### src/rtl/black_pawn_push_serializer.sv
// Serialises a black pawn push-target bitboard into one move per valid/ready
// handshake. Targets are emitted in ascending square order, and a promotion target expands to Q,R,B,N.
module black_pawn_push_serializer #(
  parameter bit PROMO_EXPAND = 1'b1
) (
  input  logic        clk,
  input  logic        rst,
  input  logic        start,
  input  logic [63:0] push_bb,
  input  logic [63:0] black_pawn,
  output logic        out_valid,
  input  logic        out_ready,
  output logic [5:0]  move_from,
  output logic [5:0]  move_to,
  output logic [2:0]  move_promo,
  output logic        move_dbl,
  output logic        busy,
  output logic        done,
  output logic        err,
  output logic [5:0]  move_count
);

  typedef enum logic [1:0] {
    IDLE = 2'd0,
    SCAN = 2'd1,
    EMIT = 2'd2,
    DONE = 2'd3
  } state_t;

  state_t      state_r;
  logic [63:0] push_r;
  logic [63:0] pawn_r;

  logic [5:0]  tgt_s;
  logic        any_s;
  logic [5:0]  single_idx_s;
  logic [5:0]  double_idx_s;
  logic        single_ok_s;
  logic        double_ok_s;
  logic        promo_tgt_s;
  logic        promo_more_s;

  // Priority encoder: lowest set bit of the latched target board.
  always_comb begin
    tgt_s = 6'd0;
    any_s = 1'b0;
    for (int i = 63; i >= 0; i--) begin
      tgt_s = push_r[i] ? 6'(i) : tgt_s;
      any_s = any_s | push_r[i];
    end
  end

  // Origin lookup for the current target; index sums wrap above 63 but are range-gated.
  always_comb begin
    single_idx_s = tgt_s + 6'd8;
    double_idx_s = tgt_s + 6'd16;
    single_ok_s  = (tgt_s < 6'd56) && pawn_r[single_idx_s];
    double_ok_s  = (tgt_s >= 6'd32) && (tgt_s <= 6'd39) && pawn_r[double_idx_s];
    promo_tgt_s  = (tgt_s < 6'd8);
    promo_more_s = PROMO_EXPAND && (move_promo != 3'd0) && (move_promo < 3'd4);
  end

  // Control FSM; all move fields and status flags are registered here.
  always_ff @(posedge clk or posedge rst) begin
    if (rst) begin
      state_r    <= IDLE;
      push_r     <= 64'd0;
      pawn_r     <= 64'd0;
      out_valid  <= 1'b0;
      move_from  <= 6'd0;
      move_to    <= 6'd0;
      move_promo <= 3'd0;
      move_dbl   <= 1'b0;
      busy       <= 1'b0;
      done       <= 1'b0;
      err        <= 1'b0;
      move_count <= 6'd0;
    end else begin
      done <= 1'b0;
      case (state_r)
        IDLE: begin
          if (start) begin
            push_r     <= push_bb;
            pawn_r     <= black_pawn;
            err        <= 1'b0;
            move_count <= 6'd0;
            busy       <= 1'b1;
            state_r    <= SCAN;
          end else begin
            state_r <= IDLE;
          end
        end
        SCAN: begin
          if (!any_s) begin
            done    <= 1'b1;
            state_r <= DONE;
          end else if (single_ok_s) begin
            move_from  <= single_idx_s;
            move_to    <= tgt_s;
            move_dbl   <= 1'b0;
            move_promo <= promo_tgt_s ? 3'd1 : 3'd0;
            out_valid  <= 1'b1;
            state_r    <= EMIT;
          end else if (double_ok_s) begin
            move_from  <= double_idx_s;
            move_to    <= tgt_s;
            move_dbl   <= 1'b1;
            move_promo <= 3'd0;
            out_valid  <= 1'b1;
            state_r    <= EMIT;
          end else begin
            // Orphan target: drop it, flag it, and rescan next cycle.
            push_r[tgt_s] <= 1'b0;
            err           <= 1'b1;
            state_r       <= SCAN;
          end
        end
        EMIT: begin
          if (out_ready) begin
            move_count <= move_count + 6'd1;
            if (promo_more_s) begin
              move_promo <= move_promo + 3'd1;
              state_r    <= EMIT;
            end else begin
              push_r[move_to] <= 1'b0;
              move_promo      <= 3'd0;
              out_valid       <= 1'b0;
              state_r         <= SCAN;
            end
          end else begin
            state_r <= EMIT;
          end
        end
        DONE: begin
          busy    <= 1'b0;
          state_r <= IDLE;
        end
        default: begin
          out_valid <= 1'b0;
          busy      <= 1'b0;
          state_r   <= IDLE;
        end
      endcase
    end
  end

endmodule
### config.mk
export PLATFORM = sky130hd
export DESIGN_NAME = black_pawn_push_serializer
export DESIGN_NICKNAME = d
export VERILOG_FILES = /design/src/rtl/black_pawn_push_serializer.sv
export SDC_FILE = /design/constraint.sdc
export NUM_CORES = 1
export LEC_CHECK = 0
export BUFFER_PORTS_ARGS = -buffer_cell sky130_fd_sc_hd__buf_2
export CAP_MARGIN = 25
export CORE_ASPECT_RATIO = 1.1
export CORE_MARGIN = 5
export CORE_UTILIZATION = 45
export DETAILED_ROUTE_END_ITERATION = 12
export HOLD_SLACK_MARGIN = 0.12
export MAX_ROUTING_LAYER = met4
export PLACE_DENSITY = 0.79
export SYNTH_ARGS = -nofsm -noshare
export SYNTH_HDL_FRONTEND = slang
export SYNTH_SLANG_ARGS = --single-unit
### constraint.sdc
create_clock -name clk -period 4.05 [get_ports clk]
set_input_delay 0.2025 -clock clk [delete_from_list [all_inputs] [get_ports clk]]
set_output_delay 0.2025 -clock clk [all_outputs]
set_load 0.02 [all_outputs]
==> results of run 1 <==
## metrics by stage
step	std cells	instance area (um^2)	total power, mW	setup TNS [ns]
2_1_floorplan	1073	9750	6.71	-0.108
3_3_place_gp	1656	12100	8.68	-14.84
3_5_place_dp	1656	12100	8.87	-16.96
4_1_cts	1830	14400	11.4	-1.48
5_1_grt	1841	14600	12.6	-35.52
6_report	1841	14600	12.0	-22.22
## layout make-up
cell class / count / share of cell area, %
Antenna cell: 1 / 0.0171
Clock buffer: 20 / 3.05
Clock inverter: 12 / 1.51
Inverter: 38 / 1.00
Multi-Input combinational cell: 829 / 39.7
Sequential cell: 153 / 26.2
Tap cell: 290 / 2.48
Timing Repair Buffer: 498 / 26.1
## power by group
| group | internal, mW | switching, mW | leakage (nW) |
|---|---|---|---|
| sequential | 2.29 | 0.770 | 1.79 |
| combinational | 3.32 | 3.79 | 4.22 |
| clock | 1.17 | 0.683 | 0.316 |
## how the worst max path moves through the flow
stage,slack (ns),startpoint,to,cells after the start
after floorplan,-0.11,push_r[13],move_promo[2],15
after global placement,-0.25,push_r[45],push_r[29],17
after detailed placement,-0.30,push_r[45],push_r[12],17
after CTS,-0.06,push_r[16],push_r[17],17
after global routing,-0.54,push_r[10],push_r[16],19
final,-0.41,push_r[13],push_r[17],18
## metal layers
layer | vias up | routed length, um | GRT usage, %
met2 | 754 | 19900 | 54.7
li1 | 4930 | - | -
met5 | - | 0 | -
met1 | 5400 | 15100 | 38.9
met4 | 0 | 2650 | 16.1
met3 | 233 | 3370 | 5.99
## sequential cells by signal, indices dropped and copies added, names as in the netlist, 2 cells and up
register / cells
pawn_r: 64
push_r: 64
move_count: 6
move_from: 6
move_promo: 3
move_to: 3
state_r: 2
## cells by family after synthesis
| kind of cell | count (synthesis) | synth area share (%) |
|---|---|---|
| AO/OA/AOI/OAI | 382 | 24.8 |
| XOR/XNOR | 6 | 0.540 |
| adder cells (fa/ha/maj) | 13 | 1.67 |
| buffers and inverters | 92 | 4.83 |
| flip-flops | 153 | 39.3 |
| multiplexers | 114 | 12.6 |
| AND/OR/NAND/NOR | 313 | 16.2 |
## tightest hold or removal path: cells and delay by family
kind	cells	cell delay [ns]
AOI/OAI and AO/OA	2	0.21
buffers and inverters	1	0.09
## timing repair
item | in CTS | in global routing
resized for setup | 57 | 24
setup buffers | 16 | 10
endpoints found under the setup margin | 81 | 81
cloned | 3 | 1
pin swaps | 22 | 21
hold buffers | 124 | 0
endpoints found under the hold margin | 276 | 0
## cells in the final DEF, fill, tap and decap left out, drive strengths merged, types with 13 or more instances in the layout
cell,n
buf,373
dfrtp,153
a21oi,147
dlygate4sd3,124
nor2,120
o21ai,99
mux2,70
nand2,47
mux2i,44
inv,36
a211oi,34
nand3,23
clkbuf,21
nor3,21
nor4,21
nor2b,14
ha,13
==> impl_metrics.yaml, run 1 <==
place:
  hpwl_um: 24600
  place_congestion: 1.02
  post-place-ws_ns: -0.303
  portBuffers: 157
synthesis:
  synth_seq_cells: 153
  syn_inst: 1073
  synth_top_cells_by_count: "153 x dfrtp_1, 144 x a21oi_1, 119 x nor2_1"
  synth_edf_count: 0
  synth_area_per_cell_um2: 9.08
  ys_types: 89
  ys_dominant_reg_cell: "dfrtp_1"
  yosysTopAreaCell: "dfrtp_1"
  yosysSeqAreaShare_pct: 39.3
  syn-num-nets: 1218
  netlist_area_um2: 9740
  async_flop_share_pct: 100
  synth_area_leaders: "dfrtp_1 39%, mux2_2 7.7%, a21oi_1 7.4%"
  synth_top_area_share_pct: 39.3
  yosysMostFrequentCell: "dfrtp_1"
  yosysWarnings: 0
finish:
  final_core_util_pct: 68.7
  seq_area_um2: 3830
  drive_gt1_share_pct: 35.8
  fill_cells: 1534
  final_nets: 1682
  multiInputGateArea_um2: 5810
  area_growth_pct: 50.2
sta:
  whs_ns: 0.113
  max_freq_mhz: 224
  setup_viol: 81
  worst_slew_pin_slew_ns: 0.919
  setup_ws_ns: -0.405
  hold_violations: 0
  fin_crit_ns: 4.46
  slew_headroom_pct: 38.4
  skew_ns: 0.0133
  drv_slew: 0
  period_share_pct: 110
  rsz0062_at_grt: "true"
route:
  first_pass_iters: 7
  viasPerCell: 6.15
  wire_per_inst_um: 22.3
  ant_nets: 0
  drtIter0Drc: 1337
  drc: 0
  wirelength_um: 41000
  dr_total_vias: 11300
cts:
  clock-sinks: 153
  h-tree-depth: 4
  cts_root_buf: "clkbuf_16"
  clk-insertion-delay-late_ns: 0.44
  cts_buffers: 17
  clockBufferDepth: 2
  cts.clk_slew.worst_paths_ns: 0.07
  tritoncts: "built"
die:
  die_h_um: 164
  core-area_um2: 21300
  dieArea_um2: 24700
  start_util_pct: 45.7
  rows: 56
  die_x_um: 150
  pin_count: 158
worst_setup_path:
  cp_slowest_stage_delay_ns: 0.56
  path_cells: "or4_4 > a21boi_2 > nand4_1 > o21ai_4 > o21a_1 > o211ai_1 > buf_4 > buf_4 > o22a_1 > nand4_1 > a211oi_2 > and4b_2 > o32ai_4 > a21oi_4 > buf_6 > buf_12 > nor2_2 > a21oi_2"
  slowest_stage: "or4_4"
  r2r-end: "push_r[17]"
  crit_type: "register to register"
  arrival_ns: 4.80
  r2r_slack_ns: -0.41
  crit_buf_inv: 4
  r2r_cells: 18
  start_kind: "register"
  cp_max_fo: 14
  required_ns: 4.39
  crit_family: "compound AO/OA/AOI/OAI gates"
  worstSetupEndpointType: "register"
  rr_startpoint: "push_r[13]"
global_route:
  grt_pass1_vias: 11200
  grt.overflow.total: 0
  track_usage_pct: 33.1
  antenna_found_initial: 1
  grt_max_degree: 154
  grt_pass1_wl_um: 61600
worst_hold_path:
  hold_path_end: "push_r[56]"
  min_from: "push_bb[56]"
  hold_class: "primary input to register"
  hold_depth: 3
status:
  violations: "negative setup slack"
  status: "complete, but fails checks"
power_and_ir_drop:
  p_per_area_nw_per_um2: 822
  p_leak_nw: 6.33
  ir_drop_uv: 456
flow_run:
  cap_viol_max_count: 0
(Power assumes the default switching activity.)
==> run 2: changes to the inputs <==
- CORE_ASPECT_RATIO: 1.1 -> default
- CORE_MARGIN: 5 -> 3
- PLACE_DENSITY: 0.79 -> 0.77
- clock period: 4.05 -> 5.7 ns (I/O delays scaled with it)
==> run 2 against run 1 <==
Net effect: the flow now finishes without violations; sequential cell count stayed put; total power shrank 43%; global-route usage fell by 4.4 points; core utilization down 12 points; first-iteration DRC count shrank 30%; clock power fell by 35%; non-clock buffer count decreased by 254; clock skew is essentially flat; largest power group unchanged.
==> impl_metrics.yaml, run 2 (synthesis results as in run 1) <==
status:
  status: "finished, final reports clean"
flow_run:
  cap_viol_max_count: 0
finish:
  reg.largest.list: "pawn_r (64), push_r (64)"
  fill_cells: 1828
  final_nets: 1427
  instances_no_fill: 1570
  area_growth_pct: 23.2
  diodes: 0
  layout_commonest_cell: "buf_2"
  drive_gt1_share_pct: 24.1
  mostFrequentLayoutCells: "158 x buf_2, 153 x dfrtp_1, 144 x a21oi_1, 119 x nor2_1, 91 x o21ai_0"
route:
  dr_total_vias: 9552
  wirelength_um: 33000
  drc: 0
  wire_per_inst_um: 21.0
  ant_nets: 0
  viasPerCell: 6.08
  first_pass_iters: 6
  drtIter0Drc: 936
sta:
  skew_ns: 0.0134
  rsz0062_at_grt: "false"
  fin_tns_setup_ns: 0
  max_freq_mhz: 197
  setup_viol: 0
  drv_slew: 0
  fin_crit_ns: 5.08
  slew_headroom_pct: 29.6
  period_share_pct: 89.1
  worst_slew_pin_slew_ns: 1.05
  hold_violations: 0
cts:
  clk-insertion-delay-late_ns: 0.44
  cts_buffers: 17
  h-tree-depth: 4
  cts_root_buf: "clkbuf_16"
  tritoncts: "built"
  clockBufferDepth: 2
  cts_setup_buffers: 0
  cts.clk_slew.worst_paths_ns: 0.07
  clock-sinks: 153
die:
  rows: 53
  die_x_um: 153
  pin_count: 158
  die_h_um: 153
  dieArea_um2: 23400
  core-area_um2: 21200
  start_util_pct: 46.0
worst_setup_path:
  crit_top_cell: "nor4_1"
  start_kind: "register"
  path_cells: "or2_2 > nor4_1 > o211ai_1 > nor4_1 > nor4_1 > o211ai_1 > o22ai_1 > or4_4 > a211o_1 > and4b_1 > o32ai_4 > nand2_2 > a21oi_2 > mux2_1"
  cp_slowest_stage_delay_ns: 0.77
  arrival_ns: 5.40
  slowest_stage: "nor4_1"
  cp_max_fo: 9
  crit_type: "register to register"
  required_ns: 6.03
  crit_family: "simple AND/OR/NAND/NOR gates"
  worstSetupEndpointType: "register"
  r2r_slack_ns: 0.62
  crit_buf_inv: 0
place:
  portBuffers: 157
  place_congestion: 0.967
  hpwl_um: 22200
  dp.cells: 1467
power_and_ir_drop:
  seq_power_share_pct: 33.2
  p_switching_mw: 3.15
  combPwrFrac_pct: 49.1
  clkPwrFrac_pct: 17.7
  p_int_mw: 3.70
  ir_drop_uv: 351
  p_leak_nw: 5.03
  p_sw_share_pct: 45.9
  p_per_area_nw_per_um2: 571
worst_hold_path:
  hold_class: "primary input to register"
global_route:
  grt_pass1_wl_um: 51900
  grt.overflow.total: 0
  grt_max_degree: 97
  grt_pass1_vias: 9220
  antenna_found_initial: 0
  track_usage_pct: 28.6
## run 2: cell count changes in the layout (fill, tap and decap cells not counted), moves of 6 or more
cell           previous run  this run
buf_4                   201        17
nor4_2                    7         1
nor2_2                    6         0
buf_12                    6         0
buf_6                     7         0
nor4_1                   11        20
nor2_1                  113       119
dlygate4sd3_1           124        65
## run 2: worst register-to-register path, delay by kind of cell (launching register included)
family | cells | cell delay [ns]
flip-flops | 1 | 0.48
AND/OR/NAND/NOR | 7 | 2.46
AO/OA/AOI/OAI | 6 | 1.69
multiplexers | 1 | 0.34
## run 2: layout make-up
| cell class | instances | area [um^2] | area share, % |
|---|---|---|---|
| Sequential cell | 153 | 3830 | 31.9 |
| Timing Repair Buffer | 244 | 1600 | 13.3 |
| Multi-Input combinational cell | 828 | 5460 | 45.5 |
| Tap cell | 275 | 344 | 2.87 |
| Inverter | 38 | 148 | 1.23 |
| Clock inverter | 12 | 154 | 1.28 |
| Clock buffer | 20 | 467 | 3.89 |
## run 2: stage by stage
step	power (mW)	hold slack (ns)	setup slack, ns	cell area [um^2]	util [%]
final	6.85	0.145	0.624	12000	56.7
after floorplan	4.77	0.436	1.29	9740	-
after detailed placement	5.51	0.493	0.822	10700	50.5
after CTS	6.77	0.129	0.774	12000	56.5
after global placement	5.40	0.484	0.890	10700	50.5
after global routing	7.34	0.144	0.354	12000	56.7
## run 2: power groups by stage
stage | Combinational, mW | Sequential (mW) | Clock (mW)
2_1_floorplan | 2.72 | 2.05 | 0
3_3_place_gp | 3.17 | 2.22 | 0
3_5_place_dp | 3.27 | 2.24 | 0
4_1_cts | 3.32 | 2.23 | 1.22
5_1_grt | 3.73 | 2.34 | 1.27
6_report | 3.37 | 2.27 | 1.21
## run 2: routing by layer
metal / wire length [um] / up-vias / GRT usage [%] / share of wire, %
met1: 13200 / 4550 / 36.0 / 40
met4: 1250 / 0 / 11.1 / 3.8
met5: 0 / - / - / 0
met3: 2700 / 101 / 5.29 / 8.2
li1: - / 4404 / - / -
met2: 15900 / 497 / 46.1 / 48
## run 2: final timing paths
kind                                 start             to  cells past startpoint
max in group asynchronous              rst  move_count[4]                      4
worst min register to register  pawn_r[20]     pawn_r[20]                      1
worst min-delay path            push_bb[9]      push_r[9]                      3
min in group asynchronous              rst     pawn_r[34]                      3
worst max-delay path             push_r[3]  move_promo[2]                     14
worst max register to register   push_r[3]  move_promo[2]                     14
## run 2: what timing repair did
item,CTS,global route
endpoints found under the hold margin,159,0
hold buffers,65,0
gates resized for setup,0,0
==> run 3: changes to the inputs <==
- ABC_CLOCK_PERIOD_IN_PS: default -> 5400
- clock period: 5.7 -> 5.4 ns (I/O delays scaled with it)
==> run 3 against run 2 <==
Net effect: maximum frequency increased by 0.47%; die area unchanged; sequential cell count unchanged; critical path depth increased by 1.
==> impl_metrics.yaml, run 3 (synthesis results as in run 1) <==
global_route:
  grt_pass1_vias: 9378
  antenna_found_initial: 0
  grt.overflow.total: 0
  track_usage_pct: 28.6
  grt_max_degree: 107
  grt_pass1_wl_um: 52000
place:
  hpwl_um: 22200
  post-place-ws_ns: 0.479
  portBuffers: 157
  place_congestion: 0.994
cts:
  clk-insertion-delay-late_ns: 0.44
  cts_buffers: 17
  clockBufferDepth: 2
  tritoncts: "built"
  cts.clk_slew.worst_paths_ns: 0.07
  ctsResizeCount: 0
  h-tree-depth: 4
  clock-sinks: 153
  cts_root_buf: "clkbuf_16"
worst_setup_path:
  required_ns: 5.72
  start_kind: "register"
  crit_buf_inv: 1
  cp_max_fo: 9
  crit_type: "register to register"
  rr_startpoint: "push_r[18]"
  cp_slowest_stage_delay_ns: 0.58
  crit_family: "compound AO/OA/AOI/OAI gates"
  r2r_cells: 15
  worstSetupEndpointType: "register"
  arrival_ns: 5.38
  slowest_stage: "a31oi_1"
  worstSetupStartpoint: "push_r[18]"
  path_cells: "nor2_1 > nor4b_1 > nand3_1 > a2111o_1 > a31oi_1 > a211oi_2 > buf_4 > a222oi_1 > o2111ai_1 > a211o_1 > and4b_1 > o32ai_4 > nand2_2 > a21oi_2 > mux2_1"
  cp.depth: 15
route:
  viasPerCell: 6.03
  wire_per_inst_um: 20.9
  ant_nets: 0
  drtIter0Drc: 840
  drt-met1-wl_um: 13600
  dr.max_layer_used: "met4"
  drc: 0
  first_pass_iters: 5
  wirelength_um: 32900
  dr_total_vias: 9473
  wl_met3_um: 2570
  dr_wl_met2_um: 15700
sta:
  fin_crit_ns: 5.05
  worst_slew_pin_slew_ns: 1.13
  whs_ns: 0.125
  drv_slew: 0
  skew_ns: 0.0131
  setup_ws_ns: 0.348
  max_freq_mhz: 198
  slew_headroom_pct: 24.4
  hold_violations: 0
  setup_viol: 0
  fin_tns_setup_ns: 0
  period_share_pct: 93.6
  rsz0062_at_grt: "false"
finish:
  mostFrequentLayoutCells: "158 x buf_2, 153 x dfrtp_1, 144 x a21oi_1, 119 x nor2_1, 91 x o21ai_0"
  layout_commonest_cell: "buf_2"
  drive_gt1_share_pct: 24.2
  reg.largest.list: "pawn_r (64), push_r (64)"
  fill_cells: 1854
  diodes: 0
  final_nets: 1430
  area_growth_pct: 23.1
die:
  rows: 53
  core-area_um2: 21200
  start_util_pct: 46.0
  dieArea_um2: 23400
  die_h_um: 153
  die_x_um: 153
  pin_count: 158
power_and_ir_drop:
  power_mw: 7.17
  ir_drop_uv: 288
  p_leak_nw: 5.02
  p_per_area_nw_per_um2: 598
worst_hold_path:
  hold_depth: 3
  hold_class: "primary input to register"
  min_from: "push_bb[9]"
status:
  status: "finished, final reports clean"
flow_run:
  cap_viol_max_count: 0
run 3: changes by cell type in the layout (fill, tap and decap cells not counted), sizes merged:
cell,change
clkbuf,-4
clkinvlp,+1
bufinv,-1
buf,+5
clkinv,+1
run 3: what timing repair did:
| action | 4_1_cts | 5_1_grt |
|---|---|---|
| setup buffers | 0 | 0 |
| hold buffers | 65 | 0 |
| hold endpoints to repair | 120 | 0 |
run 3: layout make-up:
type / count / area (um^2) / share of cell area (%)
Multi-Input combinational cell: 828 / 5460 / 45.5
Clock inverter: 13 / 131 / 1.10
Tap cell: 275 / 344 / 2.87
Clock buffer: 18 / 439 / 3.66
Sequential cell: 153 / 3830 / 31.9
Timing Repair Buffer: 247 / 1640 / 13.7
Inverter: 38 / 148 / 1.23
run 3: per-stage QoR:
step                      util (%)  instances  instance area (um^2)
after global routing          56.7       1572                 12000
after global placement        50.6       1471                 10700
after CTS                     56.4       1568                 11900
after detailed placement      50.7       1472                 10700
after floorplan                  -       1073                  9740
final                         56.7       1572                 12000
run 3: worst paths after layout:
check | slack (ns) | to
min in group asynchronous | 0.25 | pawn_r[39]
min reg2reg | 0.51 | pawn_r[44]
min | 0.12 | push_r[9]
max reg2reg | 0.35 | move_promo[2]
max | 0.35 | move_promo[2]
max in group asynchronous | 3.77 | push_r[38]
run 3: worst reg2reg max path: stages (launching register included):
cell and delay [ns]:
dfrtp_1 0.46, nor2_1 0.18, nor4b_1 0.35, nand3_1 0.15, a2111o_1 0.47, a31oi_1 0.58
a211oi_2 0.10, buf_4 0.23, a222oi_1 0.50, o2111ai_1 0.21, a211o_1 0.33, and4b_1 0.28
o32ai_4 0.34, nand2_2 0.15, a21oi_2 0.26, mux2_1 0.34
run 3: layer usage:
layer  global-route usage [%]  up-vias
met5                        -        -
met4                     9.76        0
met3                     5.72       95
met2                     45.7      478
met1                     36.4     4482
li1                         -     4418
run 3: where the power goes:
group          switching (mW)  internal (mW)  leakage (nW)
clock network           0.543          0.656         0.276
registers               0.684           1.71          1.79
logic                    2.10           1.48          2.96
total                    3.33           3.85          5.02
